--- src/rtl/btn_press_gen.sv ---
// Button-press stimulus generator: emits a programmable number of active-low
// presses on nbtn, each framed by contact-bounce bursts on press and release.
module btn_press_gen #(
    parameter logic [31:0] PRESS_CYCLES   = 32'd4000000,
    parameter logic [31:0] RELEASE_CYCLES = 32'd4000000,
    parameter logic [3:0]  BOUNCE_PAIRS   = 4'd3,
    parameter logic [31:0] BOUNCE_CYCLES  = 32'd1000
) (
    input  logic       clk,
    input  logic       rst,
    input  logic       start,
    input  logic [3:0] count,
    output logic       nbtn,
    output logic       busy,
    output logic       done,
    output logic [3:0] presses_sent
);

    typedef enum logic [2:0] {
        IDLE,
        BOUNCE_DN,
        HOLD,
        BOUNCE_UP,
        GAP
    } state_t;

    localparam bit          HAS_BOUNCE   = (BOUNCE_PAIRS != 4'd0);
    localparam logic [3:0]  LAST_PAIR    = BOUNCE_PAIRS - 4'd1;
    localparam logic [31:0] LAST_BOUNCE  = BOUNCE_CYCLES - 32'd1;
    localparam logic [31:0] LAST_PRESS   = PRESS_CYCLES - 32'd1;
    localparam logic [31:0] LAST_RELEASE = RELEASE_CYCLES - 32'd1;

    state_t      state_q, state_d;
    logic [31:0] cnt_q, cnt_d;
    logic [3:0]  pair_q, pair_d;
    logic        half_q, half_d;
    logic [3:0]  target_q, target_d;
    logic        nbtn_d, busy_d, done_d;
    logic [3:0]  sent_d;

    always_ff @(posedge clk or posedge rst) begin
        if (rst) begin
            state_q      <= IDLE;
            cnt_q        <= '0;
            pair_q       <= '0;
            half_q       <= 1'b0;
            target_q     <= '0;
            nbtn         <= 1'b1;
            busy         <= 1'b0;
            done         <= 1'b0;
            presses_sent <= '0;
        end else begin
            state_q      <= state_d;
            cnt_q        <= cnt_d;
            pair_q       <= pair_d;
            half_q       <= half_d;
            target_q     <= target_d;
            nbtn         <= nbtn_d;
            busy         <= busy_d;
            done         <= done_d;
            presses_sent <= sent_d;
        end
    end

    // Outputs are decoded from the next state so they change on the same edge
    // as the phase itself; a phase of length L therefore shows for L cycles.
    always_comb begin
        state_d  = state_q;
        cnt_d    = cnt_q + 32'd1;
        pair_d   = pair_q;
        half_d   = half_q;
        target_d = target_q;
        busy_d   = busy;
        done_d   = 1'b0;
        sent_d   = presses_sent;

        unique case (state_q)
            IDLE: begin
                cnt_d = '0;
                if (start) begin
                    sent_d = '0;
                    if (count != 4'd0) begin
                        target_d = count;
                        busy_d   = 1'b1;
                        pair_d   = '0;
                        half_d   = 1'b0;
                        state_d  = HAS_BOUNCE ? BOUNCE_DN : HOLD;
                    end else begin
                        done_d = 1'b1;
                    end
                end
            end

            BOUNCE_DN, BOUNCE_UP: begin
                if (cnt_q == LAST_BOUNCE) begin
                    cnt_d  = '0;
                    half_d = ~half_q;
                    if (half_q) begin
                        if (pair_q == LAST_PAIR) begin
                            pair_d  = '0;
                            state_d = (state_q == BOUNCE_DN) ? HOLD : GAP;
                        end else begin
                            pair_d = pair_q + 4'd1;
                        end
                    end
                end
            end

            HOLD: begin
                if (cnt_q == LAST_PRESS) begin
                    cnt_d   = '0;
                    sent_d  = presses_sent + 4'd1;
                    half_d  = 1'b0;
                    state_d = HAS_BOUNCE ? BOUNCE_UP : GAP;
                end
            end

            GAP: begin
                if (cnt_q == LAST_RELEASE) begin
                    cnt_d  = '0;
                    half_d = 1'b0;
                    if (presses_sent == target_q) begin
                        state_d = IDLE;
                        busy_d  = 1'b0;
                        done_d  = 1'b1;
                    end else begin
                        state_d = HAS_BOUNCE ? BOUNCE_DN : HOLD;
                    end
                end
            end

            default: begin
                state_d = IDLE;
                cnt_d   = '0;
            end
        endcase

        unique case (state_d)
            BOUNCE_DN: nbtn_d = half_d;
            HOLD:      nbtn_d = 1'b0;
            BOUNCE_UP: nbtn_d = ~half_d;
            default:   nbtn_d = 1'b1;
        endcase
    end

endmodule

--- config.mk ---
export PLATFORM = sky130hd
export DESIGN_NAME = btn_press_gen
export DESIGN_NICKNAME = d
export VERILOG_FILES = /design/src/rtl/btn_press_gen.sv
export SDC_FILE = /design/constraint.sdc
export NUM_CORES = 1
export LEC_CHECK = 0
export ABC_AREA = 0
export CORE_MARGIN = 2
export CORE_UTILIZATION = 50
export CTS_CLUSTER_SIZE = 10
export DETAILED_ROUTE_END_ITERATION = 7
export PLACE_DENSITY = 0.65
export REMOVE_ABC_BUFFERS = 1
export SLEW_MARGIN = 10
export SYNTH_ARGS = -nofsm -noshare
export SYNTH_HDL_FRONTEND = slang
export SYNTH_SLANG_ARGS = --single-unit
--- constraint.sdc ---
create_clock -name clk -period 2.9 [get_ports clk]
set_clock_uncertainty 0.1 [all_clocks]
set_input_delay 0.58 -clock clk [delete_from_list [all_inputs] [get_ports clk]]
set_output_delay 0.58 -clock clk [all_outputs]
set_load 0.02 [all_outputs]
Word level (Yosys, flattened, before mapping):

Cells that the tools add are included.

* equality and inequality tests: 18
* multiplexer cells: 38
* add/subtract/negate cells: 3
* bitwise operators: 2
* reductions and logical operators: 11

Operators by type and width (number)
* 32-bit two-way mux: 2
* 32-bit one-hot mux with 2 select lines: 1
* 32-bit by 1-bit adder with 32-bit output, second input constant: 1
* 32-bit by 10-bit equality test with 1-bit output, second input constant: 1
* 32-bit by 22-bit equality test with 1-bit output, second input constant: 1
* 4-bit two-way mux: 7
* 3-bit two-way mux: 8
* 4-bit one-hot mux with 2 select lines: 2
* 2-bit inequality test, second input constant: 7
* 1-bit two-way mux: 13
* 3-bit by 2-bit equality test with 1-bit output, second input constant: 4
* 3-bit one-hot mux with 4 select lines: 1
* 5-bit AND reduction: 2
* 4-bit by 1-bit adder with 4-bit output, second input constant: 2
* 3-bit by 1-bit equality test with 1-bit output, second input constant: 2
* 1-bit one-hot mux with 3 select lines: 2
* 3-bit AND reduction: 2
* 2-bit nonzero test: 3
* 4-bit by 2-bit equality test with 1-bit output, second input constant: 1
* 4-bit equality test: 1
* 1-bit one-hot mux with 2 select lines: 2
* 4-bit nonzero test: 1
* 2-bit OR reduction: 2
* 3-bit equality test, second input constant: 1
* 2 further kinds: 3

* output and inout port bits: 7
* word-level logic and storage cells: 81
* bits in registers: 51

Longest topological paths before layout:

Gate-level depths: netlist of the first run.

* depth in word-level cells: 8
* depth in mapped cells: 7
* gate-level depth less buffers: 7

Worst setup path before layout of the first run:

No wires, ideal clock.

* path kind: register to register
* start: reg cnt_q[14]
* end: reg nbtn
* required time: 2725 ps
* cell stages (with the launch flop): 7
* data arrival time: 2107 ps
* setup slack: 618 ps
* cell sequence: dfrtp_1 nor4_1 nand4_1 or4_4 or3_1 a21oi_2 xnor2_1

* longest elaborated chain between the ends: 5
* elaborated cells on any way between the ends: 14
* those cells by class: eq/ne (5); mux (8); bitwise (1)

RTL lines
* from (decl): line 34 `logic [31:0] cnt_q, cnt_d;`
* from (signal assigned): line 54 `cnt_q <= cnt_d;`
* 32-bit by 22-bit equality test with 1-bit output / 32-bit by 10-bit equality test with 1-bit output (equally long branches): line 110, 119, 95
* 3-bit two-way mux (on tied branches): line 119, 110, 95
* 3-bit one-hot mux with 4 select lines *: line 77 `unique case (state_q)`
* net state_d[1]: line 33 `state_t state_q, state_d;`
* 3-bit by 2-bit equality test with 1-bit output / 3-bit by 1-bit equality test with 1-bit output (equally long branches): line 138 `unique case (state_d)`
* 1-bit one-hot mux with 3 select lines *: line 138
* net nbtn_d: line 38 `logic nbtn_d, busy_d, done_d;`
* to (signal assigned): line 58 `nbtn <= nbtn_d;`
* to (decl): line 13 `output logic nbtn,`

The timed path passes the listed nets; every way through them passes the cells marked *.
A chain may end at the register's enable or synchronous reset.

Worst setup path after layout of the first run:

Same ends and word-level chain as after synthesis.

==> flow_summary.ini, run 1 <==
[layout]
n_antenna_cell = 0
instances_no_fill = 373
area_growth_syn_to_layout_pct = 13.7
layout-drive-gt1-share = 0.109
post-route-util = 0.593
fin_nets = 314
final_area_sq_mm = 0.00305

[worst_setup_path]
cp.depth = 6
max_stage_delay_ps = 650
rr_startpoint = cnt_q[14]$_DFF_PP0_
slowest_stage = or4_4
crit_buf_inv = 0
critical_path_required_ps = 3040
r2r_setup_slack_ps = 330
cp-endpoint = nbtn$_DFF_PP1_
cp-start-kind = flip-flop
path_max_fanout = 5
rr_endpoint = nbtn$_DFF_PP1_
worstRegToRegCells = 6
path_delay_family = simple AND/OR/NAND/NOR gates
path_cells = nor4_1 -> nand4_1 -> or4_4 -> or3_1 -> a21oi_2 -> xnor2_1
worstSetupPathType = flip-flop to flip-flop
end_kind = flip-flop
crit_arrival_ps = 2700
critical_path.startpoint = cnt_q[14]$_DFF_PP0_

[timing]
relSlewSlack = 0.540
finalSetupViolCount = 0
max_slew.worst_pin.slew_ps = 683
holdWs_ps = 391
period_needed_ps = 2570
report.final.hold_viol_count = 0
worst_slack_ps = 333
rsz0062_at_grt = no
finalCritPeriodShare = 0.885
fmax_mhz = 390
final-max-slew-violation-count = 0

[floorplan]
fp.dieArea_sq_mm = 0.00597
die_w_um = 77.2
start_util = 0.522
die_h_um = 77.2
num_rows = 26
core_sq_mm = 0.00514
io_pins = 14

[grt]
grt_overflow_total = 0
grt_usage = 0.203
grt_pass1_vias = 2099
antenna_found_initial = 0
grt_max_degree = 33
grt_pass1_wl_mm = 9.80

[clocking]
cts.reportedPaths.clkPinSlew_ps = 100
cts_buffer_depth = 2
numCtsBuffers = 5
post_cts_buffers = 0
cts_root_buf = clkbuf_8
clock_sinks = 51
clock_latency_ps = 310
cts_tree = done
cts_resized = 0
cts-hold-fix-buffers = 0
h-tree-depth = 2

[synth]
ys_top_cells_by_count = 50 x dfrtp_1, 44 x nor2_1, 27 x nand2_1, 26 x xor2_1, 14 x nand3_1
syn_area_per_cell_sq_um = 9.58
synth_area_sq_mm = 0.00268
seq_area_frac_synth = 0.476
synth_largest_area_cell = dfrtp_1
postSynthCellCount = 280
ys_types = 44
yosys-top-cells-area = dfrtp_1 47%, xor2_1 8.5%, nor2_1 6.2%, nand2_1 3.8%, xnor2_1 3.6%
synthArstFlopShare = 1.00
yosysMostFrequentCell = dfrtp_1
synth_top_cell_area_share = 0.466
synth_edf_count = 0
synth_flop_cell = dfrtp_1
ys_ff_latch = 51
yosysWarnings = 0

[placed_design]
dp.cells = 365
place_congestion = 0.838
postPlaceCellArea_sq_mm = 0.00295
dpl.hpwl_mm = 3.90
pre_cts_ws_ps = 322
port_buffers = 13

[run]
drv_cap = 0

[pwr]
power.density_mw_per_mm2 = 399
max-vdd-ir-drop_uv = 226
p_leak_uw = 0.00131

[route]
wl_mm = 5.40
first_pass_iters = 4
vias = 2087
viasPerCell = 5.60
drc_errors = 0
wl_per_cell_um = 14.5
dr.first_iter.drc_count = 74
drtAntennaViolNets = 0

[outcome]
status = finished clean

[worst_hold_path]
hold_class = flip-flop to flip-flop
-- state kept, by name, indices dropped and copies added (netlist names) --
name,count
cnt_q,32
pair_q,4
presses_sent,4
target_q,4
state_q,3
busy,1
done,1
half_q,1
nbtn,1
-- through the flow --
| stage | TNS, ps | power (uW) |
|---|---|---|
| 2_1_floorplan | -3930 | 765 |
| 3_3_place_gp | 0 | 789 |
| 3_5_place_dp | 0 | 791 |
| 4_1_cts | 0 | 1230 |
| 5_1_grt | 0 | 1270 |
| 6_report | 0 | 1220 |
-- layout make-up --
class                   instances  area, sq um
multi-input cells             215         1350
inverters                       7         26.3
clock buffers                   6         82.6
flip-flops and latches         51         1280
well taps                      70         87.6
fillers                       479         2090
clock inverters                 2         16.3
repair buffers                 22          210
-- worst min path at each step --
stage	startpoint	end	slack, ps	cells past startpoint
finish	pair_q[3]$_DFFE_PP0P_	pair_q[3]$_DFFE_PP0P_	390	1
global route	pair_q[3]$_DFFE_PP0P_	pair_q[3]$_DFFE_PP0P_	420	1
CTS	pair_q[3]$_DFFE_PP0P_	pair_q[3]$_DFFE_PP0P_	400	1
detailed placement	pair_q[3]$_DFFE_PP0P_	pair_q[3]$_DFFE_PP0P_	380	1
global placement	pair_q[3]$_DFFE_PP0P_	pair_q[3]$_DFFE_PP0P_	370	1
floorplan	pair_q[3]$_DFFE_PP0P_	pair_q[3]$_DFFE_PP0P_	350	1
-- power by group --
group	internal [uW]	total, uW	switching, uW
registers	718	725	6.66
logic	21.6	49.5	27.9
clock network	195	442	246
total	935	1220	281
-- kinds of logic (layout without fill, tap and decap cells) --
| family | after synthesis | in the layout | synth area share |
|---|---|---|---|
| mux | 4 | 4 | 0.0168 |
| fa+ha+maj | 5 | 5 | 0.0233 |
| simple gates | 139 | 139 | 0.266 |
| buf+inv | 14 | 37 | 0.0219 |
| flops | 51 | 51 | 0.476 |
| compound gates | 30 | 30 | 0.0751 |
| xor+xnor | 37 | 37 | 0.121 |
-- layer usage --
metal | track usage | vias to the layer above | wire, um
met3 | 0.0435 | 6 | 165
met4 | 0.0679 | 0 | 60
met2 | 0.325 | 38 | 2630
met1 | 0.275 | 1021 | 2550
li1 | - | 1022 | -
met5 | 0 | - | 0
-- worst reg2reg max path: cells and delay by family, from the launching register on --
kind	cells	cell delay [ps]
compound gates	1	170
xor+xnor	1	130
flops	1	420
simple gates	4	1680
-- placed cells by master (no fill, tap or decap), types with 3 or more instances in the layout --
cell type / Yosys / routed
dfrtp_1: 50 / 50
nor2_1: 44 / 44
nand2_1: 27 / 27
xor2_1: 26 / 26
nand3_1: 14 / 14
clkdlybuf4s50_1: 0 / 13
xnor2_1: 11 / 11
nor4_1: 9 / 9
nand4_1: 9 / 9
and3_1: 8 / 8
o21ai_0: 8 / 8
buf_4: 0 / 8
inv_1: 7 / 6
nor3_1: 6 / 6
clkbuf_8: 0 / 6
ha_1: 5 / 5
mux2_2: 4 / 4
or3_1: 4 / 4
o31ai_1: 4 / 4
a21oi_1: 4 / 4
nor2b_1: 3 / 3
(Power assumes the default switching activity.)
==> run 2, diff against run 1 <==
CELL_PAD_IN_SITES_DETAIL_PLACEMENT = 1   (was default)
CELL_PAD_IN_SITES_GLOBAL_PLACEMENT = 2   (was default)
CORE_UTILIZATION = 38   (was 50)
PLACE_DENSITY = 0.75   (was 0.65)
==> flow_summary.ini, run 2 (same netlist as run 1, synthesis figures left out) <==
[grt]
grt_usage = 0.173
antenna_found_initial = 0
grt_pass1_wl_mm = 10.6
grt_pass1_vias = 2159
grt_max_degree = 33
grt_overflow_total = 0

[clocking]
cts.reportedPaths.clkPinSlew_ps = 110
cts_resized = 0
post_cts_buffers = 0
cts_tree = done
cts_buffer_depth = 2
h-tree-depth = 2
cts-hold-fix-buffers = 0
clock_latency_ps = 310
clock_sinks = 51
cts_root_buf = clkbuf_8
numCtsBuffers = 5

[layout]
largest_register_ff_count = 32
fillers = 801
post-route-util = 0.456
final_cell_mix = 50 x dfrtp_1, 44 x nor2_1, 27 x nand2_1
fin_nets = 316
area_growth_syn_to_layout_pct = 16.1
regMostFlops = cnt_q
n_antenna_cell = 0
final_common_cell = dfrtp_1
layout-drive-gt1-share = 0.115
instances_no_fill = 401

[timing]
period_needed_ps = 2600
max_slew.worst_pin.slew_ps = 646
report.final.hold_viol_count = 0
finalCritPeriodShare = 0.896
relSlewSlack = 0.568
finalSetupViolCount = 0
worst_slack_ps = 301
rsz0062_at_grt = no
fin_tns_setup_ps = 0
fmax_mhz = 385
final-max-slew-violation-count = 0

[placed_design]
port_buffers = 13
place_congestion = 0.738
dp.cells = 393
dpl.hpwl_mm = 4.57
pre_cts_ws_ps = 331

[worst_setup_path]
worstRegToRegCells = 6
end_kind = flip-flop
path_max_fanout = 5
r2r_setup_slack_ps = 300
critical_path_required_ps = 3040
path_cells = nor4_1 -> nand4_1 -> or4_4 -> or3_1 -> a21oi_2 -> xnor2_1
crit_arrival_ps = 2740
cp-start-kind = flip-flop
slowest_stage = or4_4
rr_startpoint = cnt_q[14]$_DFF_PP0_
max_stage_delay_ps = 640
rr_endpoint = nbtn$_DFF_PP1_
worstSetupPathType = flip-flop to flip-flop

[route]
vias = 2058
drc_errors = 0
first_pass_iters = 4
dr.first_iter.drc_count = 57
viasPerCell = 5.13
drtAntennaViolNets = 0
wl_mm = 6.18
wl_per_cell_um = 15.4

[floorplan]
num_rows = 30
die_h_um = 88.0
die_w_um = 88.0
fp.dieArea_sq_mm = 0.00775
core_sq_mm = 0.00683
io_pins = 14
start_util = 0.393

[worst_hold_path]
holdPathEnd = cnt_q[0]$_DFF_PP0_
worstHoldStart = cnt_q[0]$_DFF_PP0_
hold_class = flip-flop to flip-flop
hold_path_depth = 1

[run]
drv_cap = 0

[outcome]
status = finished clean

[pwr]
p_leak_uw = 0.00133
power.density_mw_per_mm2 = 415
max-vdd-ir-drop_uv = 191
==> run 2: changes by cell type in the layout (fill, tap and decap cells not counted) <==
cell and delta:
bufinv_16 +1, clkinv_4 -1, buf_4 +2, inv_6 +1, clkbuf_8 -1
==> run 2: power by group <==
group,switching [uW],leakage [uW],internal [uW],total (uW)
registers,6.91,0.000662,719,725
logic,28.7,0.000613,21.6,50.4
clock network,255,0.0000548,260,516
total,291,0.00133,1000,1290
==> run 2: metrics by stage <==
| stage | area, sq um | total power [uW] | hold WS, ps |
|---|---|---|---|
| final | 3110 | 1290 | 388 |
| after global placement | 3000 | 790 | 370 |
| after CTS | 3110 | 1310 | 394 |
| after floorplan | 2650 | 765 | 347 |
| after global routing | 3110 | 1340 | 428 |
| after detailed placement | 3000 | 792 | 380 |
==> run 2: cell type report <==
class / instances / area (sq um) / area share
Timing Repair Buffer: 24 / 225 / 0.0723
Clock inverter: 3 / 46.3 / 0.0149
Tap cell: 96 / 120 / 0.0386
Multi-Input combinational cell: 215 / 1350 / 0.434
Clock buffer: 5 / 68.8 / 0.0221
Inverter: 7 / 26.3 / 0.00844
Sequential cell: 51 / 1280 / 0.410
==> run 2: worst max-delay path by stage <==
| stage | start | slack (ps) | cells after the start | endpoint |
|---|---|---|---|---|
| after floorplan | cnt_q[14]$_DFF_PP0_ | -130 | 5 | cnt_q[10]$_DFF_PP0_ |
| after global placement | count[1] | 370 | 6 | nbtn$_DFF_PP1_ |
| after detailed placement | cnt_q[14]$_DFF_PP0_ | 330 | 6 | nbtn$_DFF_PP1_ |
| after CTS | cnt_q[14]$_DFF_PP0_ | 280 | 6 | nbtn$_DFF_PP1_ |
| after global routing | cnt_q[14]$_DFF_PP0_ | 100 | 7 | pair_q[3]$_DFFE_PP0P_ |
| final | cnt_q[14]$_DFF_PP0_ | 300 | 6 | nbtn$_DFF_PP1_ |
==> run 2: critical path, delay by kind of cell (launching register included) <==
kind / cells / cell delay [ps]
and+or+nand+nor: 4 / 1680
DFF: 1 / 420
AOI/OAI and AO/OA: 1 / 180
xor gates and xnor gates: 1 / 140
==> run 2: layer usage <==
layer | up-vias | GRT usage | part of all wire
li1 | 1034 | - | -
met1 | 1013 | 0.236 | 0.49
met4 | 0 | 0.0413 | 0.0047
met2 | 9 | 0.293 | 0.49
met5 | - | 0 | 0
met3 | 2 | 0.0226 | 0.011
==> run 3, diff against run 2 <==
CORE_ASPECT_RATIO = 1.4   (was default)
CORE_MARGIN = 1.5   (was 2)
==> flow_summary.ini, run 3 (same netlist as run 1, synthesis figures left out) <==
[clocking]
clock_sinks = 51
cts_tree = done
cts_resized = 0
clock_latency_ps = 310
cts.reportedPaths.clkPinSlew_ps = 90
cts-hold-fix-buffers = 0
post_cts_buffers = 0
numCtsBuffers = 5
cts_buffer_depth = 2
h-tree-depth = 2
cts_root_buf = clkbuf_8

[floorplan]
io_pins = 14
core_sq_mm = 0.00689
die_h_um = 102
die_w_um = 74.0
start_util = 0.389
fp.dieArea_sq_mm = 0.00758
num_rows = 36

[layout]
area_growth_syn_to_layout_pct = 15.6
final_area_sq_mm = 0.00310
final_common_cell = dfrtp_1
final_cell_mix = 50 x dfrtp_1, 44 x nor2_1, 27 x nand2_1
n_antenna_cell = 0
layout-drive-gt1-share = 0.118
fillers = 822
fin_nets = 318
seq_area_sq_mm = 0.00128
largest_register_ff_count = 32
regMostFlops = cnt_q
multiInputGateArea_sq_mm = 0.00135

[timing]
report.final.hold_viol_count = 0
relSlewSlack = 0.517
fmax_mhz = 399
final-max-slew-violation-count = 0
rsz0062_at_grt = no
finalSetupViolCount = 0
period_needed_ps = 2510
max_slew.worst_pin.slew_ps = 718
finalCritPeriodShare = 0.865

[grt]
antenna_found_initial = 0
grt_usage = 0.186
grt_max_degree = 52
grt_pass1_wl_mm = 10.6
grt_pass1_vias = 2215
grt_overflow_total = 0

[route]
viasPerCell = 5.25
wl_per_cell_um = 15.3
drtAntennaViolNets = 0
dr.first_iter.drc_count = 64
vias = 2105
drc_errors = 0
first_pass_iters = 2
wl_mm = 6.12

[placed_design]
port_buffers = 13
place_congestion = 0.777
postPlaceCellArea_sq_mm = 0.00301
dpl.hpwl_mm = 4.52

[worst_hold_path]
hold_class = flip-flop to flip-flop

[worst_setup_path]
path_max_fanout = 5
end_kind = flip-flop
r2r_setup_slack_ps = 390
worstSetupPathType = flip-flop to flip-flop
critical_path_required_ps = 3050
cp-start-kind = flip-flop
crit_arrival_ps = 2650

[pwr]
total_power_uw = 1190
p_leak_uw = 0.00133
max-vdd-ir-drop_uv = 263
power.density_mw_per_mm2 = 385

[outcome]
status = finished clean

[run]
drv_cap = 0
==> run 3: worst max-delay path, stage by stage (launching register included) <==
cell	delay, ps
dfrtp_1	420
nor4_1	370
nand4_1	230
or4_4	620
or3_1	380
a21oi_2	180
xnor2_1	130
==> run 3: routing by layer <==
layer | wire [um] | GRT usage
met1 | 2420 | 0.202
met2 | 3460 | 0.347
met3 | 128 | 0.0365
met4 | 113 | 0.0741
met5 | 0 | 0
==> run 3: path summary, 6_finish.rpt <==
check	start	to	cells past startpoint
worst max-delay path	cnt_q[25]$_DFF_PP0_	nbtn$_DFF_PP1_	6
worst min-delay path	pair_q[3]$_DFFE_PP0P_	pair_q[3]$_DFFE_PP0P_	1
worst max register to register	cnt_q[25]$_DFF_PP0_	nbtn$_DFF_PP1_	6
worst min register to register	pair_q[3]$_DFFE_PP0P_	pair_q[3]$_DFFE_PP0P_	1
max in group asynchronous	rst	cnt_q[1]$_DFF_PP0_	3
min in group asynchronous	rst	cnt_q[19]$_DFF_PP0_	3
==> run 3: where the power goes <==
group,total [uW],switching [uW],internal [uW]
registers,725,6.90,718
clock network,419,232,188
logic,48.4,27.6,20.8
total,1190,266,927
==> run 3: cell type report <==
class                      count  area share
sequential                    51       0.412
tap                           95      0.0383
clock inverter                 1     0.00161
clock buffer                   6      0.0266
inverter                       7     0.00847
timing repair buffer          26      0.0775
multi-input combinational    215       0.435
==> run 3: per-stage QoR <==
stage	TNS (ps)	setup WS, ps	hold slack, ps	instances	util
detailed placement	0	239	380	394	0.437
CTS	0	319	392	401	0.450
finish	0	391	393	401	0.450
global route	0	237	422	401	0.450
global placement	0	272	367	394	0.437
floorplan	-3930	-126	347	273	-
